$ cat src/rtl/food_spawner_if.sv
// Handshake bundle between the food spawner, the LFSR, the occupancy store and the game FSM.
// The slave modport is the spawner's view; master is the environment driving it.
interface food_spawner_if #(
    parameter int RAND_W = 16,
    parameter int X_W    = 5,
    parameter int Y_W    = 5
);
    logic [RAND_W-1:0] i_random_in;
    logic              i_spawn_req;
    logic              i_occ_hit;
    logic              o_occ_query;
    logic [X_W-1:0]    o_occ_x;
    logic [Y_W-1:0]    o_occ_y;
    logic              o_busy;
    logic [X_W-1:0]    o_food_x;
    logic [Y_W-1:0]    o_food_y;
    logic              o_food_valid;
    logic              o_spawn_done;
    logic              o_spawn_fail;

    modport slave (
        input  i_random_in, i_spawn_req, i_occ_hit,
        output o_occ_query, o_occ_x, o_occ_y, o_busy,
               o_food_x, o_food_y, o_food_valid, o_spawn_done, o_spawn_fail
    );

    modport master (
        output i_random_in, i_spawn_req, i_occ_hit,
        input  o_occ_query, o_occ_x, o_occ_y, o_busy,
               o_food_x, o_food_y, o_food_valid, o_spawn_done, o_spawn_fail
    );
endinterface

$ cat src/rtl/food_spawner.sv
// Places Snake food on a free grid cell: random candidates from the LFSR first,
// then a row-major scan after MAX_TRIES misses; reports fail when the grid is full.
module food_spawner #(
    parameter int RAND_W    = 16,
    parameter int GRID_W    = 32,
    parameter int GRID_H    = 24,
    parameter int X_W       = 5,
    parameter int Y_W       = 5,
    parameter int MAX_TRIES = 16
) (
    input  logic           clk,
    input  logic           rst,
    food_spawner_if.slave  bus
);
    localparam int TW    = $clog2(MAX_TRIES + 1);
    localparam int CELLS = GRID_W * GRID_H;
    localparam int CW    = $clog2(CELLS + 1);
    localparam logic [TW-1:0]  TMAX = TW'(MAX_TRIES);
    localparam logic [CW-1:0]  CMAX = CW'(CELLS);
    localparam logic [X_W-1:0] XMAX = X_W'(GRID_W - 1);
    localparam logic [Y_W-1:0] YMAX = Y_W'(GRID_H - 1);

    typedef enum logic [3:0] {
        S_IDLE, S_SAMPLE, S_QUERY, S_WAIT, S_SCAN_Q, S_SCAN_W, S_SCAN_C, S_DONE, S_FAIL
    } state_t;

    state_t         r_state, w_next;
    logic [TW-1:0]  r_tries;
    logic [CW-1:0]  r_cnt;
    logic [X_W-1:0] r_x, r_food_x;
    logic [Y_W-1:0] r_y, r_food_y;
    logic           r_food_valid;

    logic [X_W-1:0] w_cx;
    logic [Y_W-1:0] w_cy;
    logic           w_off;
    logic [TW-1:0]  w_tries_nx;
    logic           w_unused_rand;

    assign w_cx          = bus.i_random_in[X_W-1:0];
    assign w_cy          = bus.i_random_in[X_W+Y_W-1:X_W];
    assign w_off         = (32'(w_cx) >= GRID_W) || (32'(w_cy) >= GRID_H);
    assign w_tries_nx    = r_tries + TW'(1);
    assign w_unused_rand = ^bus.i_random_in;

    always_ff @(posedge clk or posedge rst) begin
        if (rst) r_state <= S_IDLE;
        else     r_state <= w_next;
    end

    always_comb begin
        w_next = r_state;
        case (r_state)
            S_IDLE:   if (bus.i_spawn_req) w_next = S_SAMPLE;
            S_SAMPLE: if (!w_off)                w_next = S_QUERY;
                      else if (w_tries_nx == TMAX) w_next = S_SCAN_Q;
            S_QUERY:  w_next = S_WAIT;
            S_WAIT:   if (!bus.i_occ_hit)    w_next = S_DONE;
                      else if (r_tries == TMAX) w_next = S_SCAN_Q;
                      else                   w_next = S_SAMPLE;
            S_SCAN_Q: w_next = S_SCAN_W;
            S_SCAN_W: w_next = bus.i_occ_hit ? S_SCAN_C : S_DONE;
            S_SCAN_C: w_next = (r_cnt == CMAX) ? S_FAIL : S_SCAN_Q;
            S_DONE:   w_next = S_IDLE;
            S_FAIL:   w_next = S_IDLE;
            default:  w_next = S_IDLE;
        endcase
    end

    // r_x/r_y hold the current candidate, and double as the scan cursor once scanning.
    always_ff @(posedge clk or posedge rst) begin
        if (rst) begin
            r_tries      <= '0;
            r_cnt        <= '0;
            r_x          <= '0;
            r_y          <= '0;
            r_food_x     <= '0;
            r_food_y     <= '0;
            r_food_valid <= 1'b0;
        end else begin
            case (r_state)
                S_IDLE: if (bus.i_spawn_req) begin
                    r_tries      <= '0;
                    r_food_valid <= 1'b0;
                end
                S_SAMPLE: begin
                    r_tries <= w_tries_nx;
                    r_cnt   <= '0;
                    if (w_off && w_tries_nx == TMAX) begin
                        r_x <= '0;
                        r_y <= '0;
                    end else begin
                        r_x <= w_cx;
                        r_y <= w_cy;
                    end
                end
                S_WAIT: r_cnt <= '0;
                S_SCAN_W: if (bus.i_occ_hit) begin
                    r_cnt <= r_cnt + CW'(1);
                    if (r_x == XMAX) begin
                        r_x <= '0;
                        r_y <= (r_y == YMAX) ? '0 : r_y + Y_W'(1);
                    end else begin
                        r_x <= r_x + X_W'(1);
                    end
                end
                S_DONE: begin
                    r_food_x     <= r_x;
                    r_food_y     <= r_y;
                    r_food_valid <= 1'b1;
                end
                default: ;
            endcase
        end
    end

    always_comb begin
        bus.o_occ_query  = (r_state == S_QUERY) || (r_state == S_SCAN_Q);
        bus.o_occ_x      = bus.o_occ_query ? r_x : '0;
        bus.o_occ_y      = bus.o_occ_query ? r_y : '0;
        bus.o_busy       = (r_state != S_IDLE);
        bus.o_spawn_done = (r_state == S_DONE);
        bus.o_spawn_fail = (r_state == S_FAIL);
        bus.o_food_x     = r_food_x;
        bus.o_food_y     = r_food_y;
        bus.o_food_valid = r_food_valid;
    end
endmodule

$ cat src/flat_wrapper.sv
// flat-port wrapper written by rule: the top's interface ports become plain ports
module food_spawner_flat 
#(
    parameter int RAND_W    = 16,
    parameter int GRID_W    = 32,
    parameter int GRID_H    = 24,
    parameter int X_W       = 5,
    parameter int Y_W       = 5,
    parameter int MAX_TRIES = 16
)
  (clk, rst, bus_i_random_in, bus_i_spawn_req, bus_i_occ_hit, bus_o_occ_query, bus_o_occ_x, bus_o_occ_y, bus_o_busy, bus_o_food_x, bus_o_food_y, bus_o_food_valid, bus_o_spawn_done, bus_o_spawn_fail);
  food_spawner_if #(.RAND_W(RAND_W), .X_W(X_W), .Y_W(Y_W)) bus_i ();
  input  logic clk;
  input  logic rst;
  input wire logic [$bits(bus_i.i_random_in)-1:0] bus_i_random_in;
  input wire logic [$bits(bus_i.i_spawn_req)-1:0] bus_i_spawn_req;
  input wire logic [$bits(bus_i.i_occ_hit)-1:0] bus_i_occ_hit;
  output wire logic [$bits(bus_i.o_occ_query)-1:0] bus_o_occ_query;
  output wire logic [$bits(bus_i.o_occ_x)-1:0] bus_o_occ_x;
  output wire logic [$bits(bus_i.o_occ_y)-1:0] bus_o_occ_y;
  output wire logic [$bits(bus_i.o_busy)-1:0] bus_o_busy;
  output wire logic [$bits(bus_i.o_food_x)-1:0] bus_o_food_x;
  output wire logic [$bits(bus_i.o_food_y)-1:0] bus_o_food_y;
  output wire logic [$bits(bus_i.o_food_valid)-1:0] bus_o_food_valid;
  output wire logic [$bits(bus_i.o_spawn_done)-1:0] bus_o_spawn_done;
  output wire logic [$bits(bus_i.o_spawn_fail)-1:0] bus_o_spawn_fail;
  assign bus_i.i_random_in = bus_i_random_in;
  assign bus_i.i_spawn_req = bus_i_spawn_req;
  assign bus_i.i_occ_hit = bus_i_occ_hit;
  assign bus_o_occ_query = bus_i.o_occ_query;
  assign bus_o_occ_x = bus_i.o_occ_x;
  assign bus_o_occ_y = bus_i.o_occ_y;
  assign bus_o_busy = bus_i.o_busy;
  assign bus_o_food_x = bus_i.o_food_x;
  assign bus_o_food_y = bus_i.o_food_y;
  assign bus_o_food_valid = bus_i.o_food_valid;
  assign bus_o_spawn_done = bus_i.o_spawn_done;
  assign bus_o_spawn_fail = bus_i.o_spawn_fail;
  food_spawner #(.RAND_W(RAND_W), .GRID_W(GRID_W), .GRID_H(GRID_H), .X_W(X_W), .Y_W(Y_W), .MAX_TRIES(MAX_TRIES)) u_core (.clk(clk), .rst(rst), .bus(bus_i));
endmodule
$ cat config.mk
export PLATFORM = sky130hd
export DESIGN_NAME = food_spawner_flat
export DESIGN_NICKNAME = d
export VERILOG_FILES = /design/src/rtl/food_spawner_if.sv /design/src/rtl/food_spawner.sv /design/src/flat_wrapper.sv
export SDC_FILE = /design/constraint.sdc
export NUM_CORES = 1
export LEC_CHECK = 0
export BUFFER_PORTS_ARGS = -buffer_cell sky130_fd_sc_hd__buf_2
export CORE_ASPECT_RATIO = 0.5
export CORE_MARGIN = 10
export CORE_UTILIZATION = 59
export DETAILED_ROUTE_END_ITERATION = 7
export GPL_TIMING_DRIVEN = 0
export PLACE_DENSITY = 0.95
export SETUP_SLACK_MARGIN = 0.1
export SLEW_MARGIN = 10
export SYNTH_ARGS = -nofsm -noshare
export SYNTH_HDL_FRONTEND = slang
export SYNTH_SLANG_ARGS = --single-unit
$ cat constraint.sdc
create_clock -name clk -period 2.7 [get_ports clk]
set_clock_uncertainty 0.15 [all_clocks]
set_input_delay 0.54 -clock clk [delete_from_list [all_inputs] [get_ports clk]]
set_output_delay 0.54 -clock clk [all_outputs]
set_load 0.03 [all_outputs]
======== Word level (Yosys, flattened, before mapping) ========
Cells that the tools add are included.
cells by class
  $add $sub $neg .......................... 4
  $lt $le $gt $ge ......................... 1
  equality and inequality tests ........... 17
  muxes and demuxes ....................... 25
  reduce and logical (&&, ||, !) cells .... 15
operators by type and width
  operator               count
  $mux 5                 10
  $pmux 5 s2             3
  $pmux 4 s7             1
  $eq 5x5->1 const B     4
  $mux 4                 5
  $pmux 10 s2            1
  $eq 4x3->1 const B     4
  $add 5x1->5 const B    3
  $add 10x1->10 const B  1
  $eq 10x10->1 const B   1
  $mux 10                1
  $reduce_and 2->1       5
  $eq 4x2->1 const B     2
  $reduce_bool 2->1      4
  $ge 5x5->1 const B     1
  $eq 4x1->1 const B     1
  $eq 4x4->1 const B     1
  $logic_not 4->1        1
  $ne 2x2->1 const B     2
  $reduce_bool 4->1      1
  $mux 3                 1
  $ne 3x3->1 const B     1
  $reduce_and 3->1       1
  $mux 1                 2
  other kinds (5)        5
word-level totals
  flip-flop bits (word level) ............. 40
  bits of input ports ..................... 20
  output and inout bits ................... 25
  word-level logic and storage cells ...... 70

======== Longest topological paths before layout ========
  depth after elaboration ................. 5
  mapped depth ............................ 7
  gate-level depth less buffers ........... 7

======== Worst setup path after synthesis ========
No wires, ideal clock.
  path kind ............................... register to output
  start point ............................. register u_core.r_state[2]
  end point ............................... output port bus_o_spawn_fail
  data arrival time ....................... 1814 ps
  data required time ...................... 2010 ps
  slack ................................... 196 ps
  stages on the path, launching flop included .. 4
  buffers on the path ..................... 2
  cells stage by stage .................... dfrtp_1 > buf_2 > buf_2 > nor4b_1
on the way
  word-level cells in the longest chain between the ends .. 1
RTL lines
  what                      line                 text
  start: declaration        food_spawner.sv:27   state_t r_state, w_next;
  start signal: assignment  food_spawner.sv:48   else r_state <= w_next;
  $eq 4x4->1                food_spawner.sv:123  bus.o_spawn_fail = (r_state == S_FAIL);
  end: declaration          flat_wrapper.sv:26   output wire logic [$bits(bus_i.o_spawn_fail)-1:0] bus_o_spawn_fail;
No other way between the ends.

======== Worst setup path in the final report ========
  start point ............................. register u_core.r_state[0]
  end point ............................... output port bus_o_occ_x[1]
on the way
  word-level cells in the longest chain between the ends .. 3
  elaborated cells between the ends (all ways) .. 4
  classes of those cells .................. eq/ne (2); mux (1); reduce/logical (1)
RTL lines
  what                                             line                 text
  $eq 4x2->1 / $eq 4x3->1 (equally long branches)  food_spawner.sv:118  bus.o_occ_query = (r_state == S_QUERY) || (r_state == S_SCAN_Q);
  $logic_or 1x1->1 (*)                             food_spawner.sv:118
  $mux 5 (*)                                       food_spawner.sv:119  bus.o_occ_x = bus.o_occ_query ? r_x : '0;
  end: declaration                                 flat_wrapper.sv:19   output wire logic [$bits(bus_i.o_occ_x)-1:0] bus_o_occ_x;
Every way passes the cells marked *; elsewhere a longest branch is shown, timed or not.

==> flow_metrics.py <==
metrics = {
    "worst_setup_path": {
        "slowest_stage": "dfrtp_1",
        "slowest_delay_ns": 0.46,
        "crit_required_ns": 2.01,
        "cp_cell_sequence": "clkbuf_2 -> nor3_4 -> clkbuf_4 -> and2_1 -> buf_2",
        "critPathKind": "reg -> out",
        "worstSetupStartpointType": "flop",
        "critPathMaxFanout": 10,
        "cp-end-kind": "output port",
        "arrival_ns": 1.83,
    },
    "cts": {
        "clkSlewWorstSetupHoldPaths_ns": 0.08,
        "htreeDepth": 2,
        "clock_path_buffers": 2,
        "cts_tree": "done",
        "cts.repair.resized": 2,
        "hold_buffers": 0,
        "post_cts_buffers": 0,
        "clock-sinks": 40,
        "cts_buffers": 5,
        "clockRootBuffer": "clkbuf_8",
        "clk_latency_ns": 0.31,
    },
    "route": {
        "wl_per_cell_um": 16.4,
        "highest_layer": "met4",
        "routed_wl_mm": 5.71,
        "vias": 2072,
        "antenna_left": 0,
        "met2WireLength_mm": 2.74,
        "wl_met1_mm": 2.35,
        "route.detailed.drc": 0,
        "initialDrtViolationCount": 279,
        "drtPass1Iterations": 4,
        "viasPerCell": 5.97,
        "wl_met3_um": 487,
    },
    "sta": {
        "tightest_slew_ns": 0.831,
        "fin_crit_sh": 0.933,
        "timing.fmax_ghz": 0.397,
        "slew_headroom": 0.445,
        "grt_setup_unrepaired": "false",
        "finalHoldViolations": 0,
        "setup_tns_ns": 0,
        "setup_violations": 0,
        "drv_slew": 0,
        "finalCriticalPeriod_ns": 2.52,
    },
    "floorplan": {
        "fp.dieH_um": 64.3,
        "die_w_um": 109,
        "core_area_um2": 3600,
        "rows": 15,
        "die_area_um2": 6990,
        "top_level_ports": 45,
        "initial_core_util": 0.643,
    },
    "grt": {
        "grt_pass1_wl_mm": 9.63,
        "antenna_found_initial": 0,
        "grt_max_degree": 41,
        "grt_overflow": 0,
        "grt_util_all_layers": 0.171,
        "first_global_vias": 2019,
    },
    "yosys": {
        "yosys.area.top_type": "dfrtp_1",
        "postSynthCellCount": 251,
        "synth_flop_cell": "dfrtp_1",
        "synth_top_area_share": 0.432,
        "synth.distinct_cells": 47,
        "synth_fp_nets": 278,
        "ys_warn_count": 0,
        "ys_ff_latch": 40,
        "synth_edf_count": 0,
        "syn-cell-area_um2": 2320,
        "async_flop_share": 1.00,
        "synth.avg_cell_area_um2": 9.23,
        "synth_area_leaders": "dfrtp_1 (43%), nand2_1 (7.5%), a221o_1 (3.9%)",
        "seq_area_frac_synth": 0.432,
    },
    "layout": {
        "syn_to_final_growth_pct": 16.6,
        "layout_commonest_cell": "nand2_1",
        "multi_input_area_um2": 1230,
        "num_antenna_cells": 0,
        "nets": 322,
        "seqCellArea_um2": 1000,
        "fillCellCount": 242,
        "fin_cells": 347,
        "final_area_um2": 2700,
        "final_cell_mix": "nand2_1 (46), buf_2 (42), dfrtp_1 (40)",
        "drive_gt1_frac": 0.226,
    },
    "pwr": {
        "ir_drop_v": 0.000394,
        "powerDensity_nw_per_um2": 1120,
        "total_leakage_power_uw": 0.00128,
    },
    "min_path": {
        "hold_class": "in -> async",
    },
    "placement": {
        "placedInstanceArea_um2": 2570,
        "hpwl_mm": 4.22,
        "place_congestion": 0.948,
        "io_buffers": 37,
        "dp.cells": 339,
    },
    "run": {
        "max_cap_viol_count": 0,
    },
    "status": {
        "status": "completed",
    },
}
[per-layer routing]
| layer | GRT usage | up-vias |
|---|---|---|
| met5 | 0 | - |
| met4 | 0.0621 | 0 |
| met3 | 0.0750 | 15 |
| met2 | 0.287 | 82 |
| met1 | 0.190 | 999 |
| li1 | - | 976 |
[area by class of cell]
type	count	share of cell area
Multi-Input combinational cell	187	0.455
Inverter	13	0.0181
Clock inverter	3	0.0157
Buffer	11	0.0231
Clock buffer	5	0.0255
Tap cell	51	0.0236
Timing Repair Buffer	37	0.0685
Sequential cell	40	0.370
[kinds of logic (layout without fill, tap and decap cells)]
logic type / after synthesis / in the layout / share of synthesized area
flops: 40 / 40 / 0.432
buf+inv: 24 / 69 / 0.0448
xor+xnor: 9 / 9 / 0.0340
simple gates: 119 / 119 / 0.268
fa+ha+maj: 7 / 7 / 0.0378
mux: 1 / 1 / 0.00486
compound gates: 51 / 51 / 0.179
[worst max-delay path: cells and delay by family (launching register included)]
family        cells  cell delay (ns)
buf+inv           3             0.66
flops             1             0.46
simple gates      2             0.40
[synth_stat cells, types with 2 or more instances]
master,count
o21ai_1,2
nor3_1,2
nand4b_1,3
nor2b_1,3
a21boi_0,2
a2111oi_2,5
inv_1,12
xor2_1,3
a21oi_1,6
buf_2,5
dfrtp_1,40
nand4_1,4
and3_1,4
a22o_1,5
clkbuf_1,5
ha_1,7
nand3_1,6
o21ai_0,12
nor4bb_1,2
nor2_1,18
and2_1,12
xnor2_1,6
nor4_1,2
a221o_1,9
nand2_1,46
nor3b_1,5
nand2b_1,5
[metrics by stage]
step           setup WS, ns   util  power, µW  hold WS (ns)
3_3_place_gp          0.336  0.712       2400         0.302
4_1_cts               0.126  0.745       3000         0.268
2_1_floorplan         0.196      -       2080         0.330
3_5_place_dp          0.267  0.712       2500         0.316
5_1_grt               0.104  0.750       3250         0.297
6_report              0.182  0.750       3030         0.239
[flip-flops by register name (all words and copies together), names as in the netlist]
register and cells:
u_core.r_x 5, u_core.bus.o_food_x 5, u_core.bus.o_food_valid 1, u_core.r_state 4, u_core.r_y 5, u_core.bus.o_food_y 5, u_core.r_cnt 10, u_core.r_tries 5
[path summary, 6_finish.rpt]
kind,start,cells past startpoint,end,slack (ns)
max reg2reg,u_core.r_x[0]$_DFFE_PP0P_,6,u_core.r_x[3]$_DFFE_PP0P_,0.67
min,rst,2,u_core.bus.o_food_valid$_DFFE_PP0P_,0.24
min reg2reg,u_core.bus.o_food_y[0]$_DFFE_PP0P_,2,u_core.bus.o_food_y[0]$_DFFE_PP0P_,0.34
min in group clk,bus_i_random_in[0],2,u_core.r_x[0]$_DFFE_PP0P_,0.30
max,u_core.r_state[0]$_DFFE_PP0P_,5,bus_o_occ_x[1],0.18
max in group asynchronous,rst,2,u_core.r_tries[1]$_DFFE_PP0P_,1.63
[report_power, final]
group          total, µW  switching, µW  internal, µW
Sequential          1010            214           798
Combinational       1520            971           551
Clock                498            225           273
Total               3030           1410          1620
Note: power is estimated with default switching activity, not from simulation.
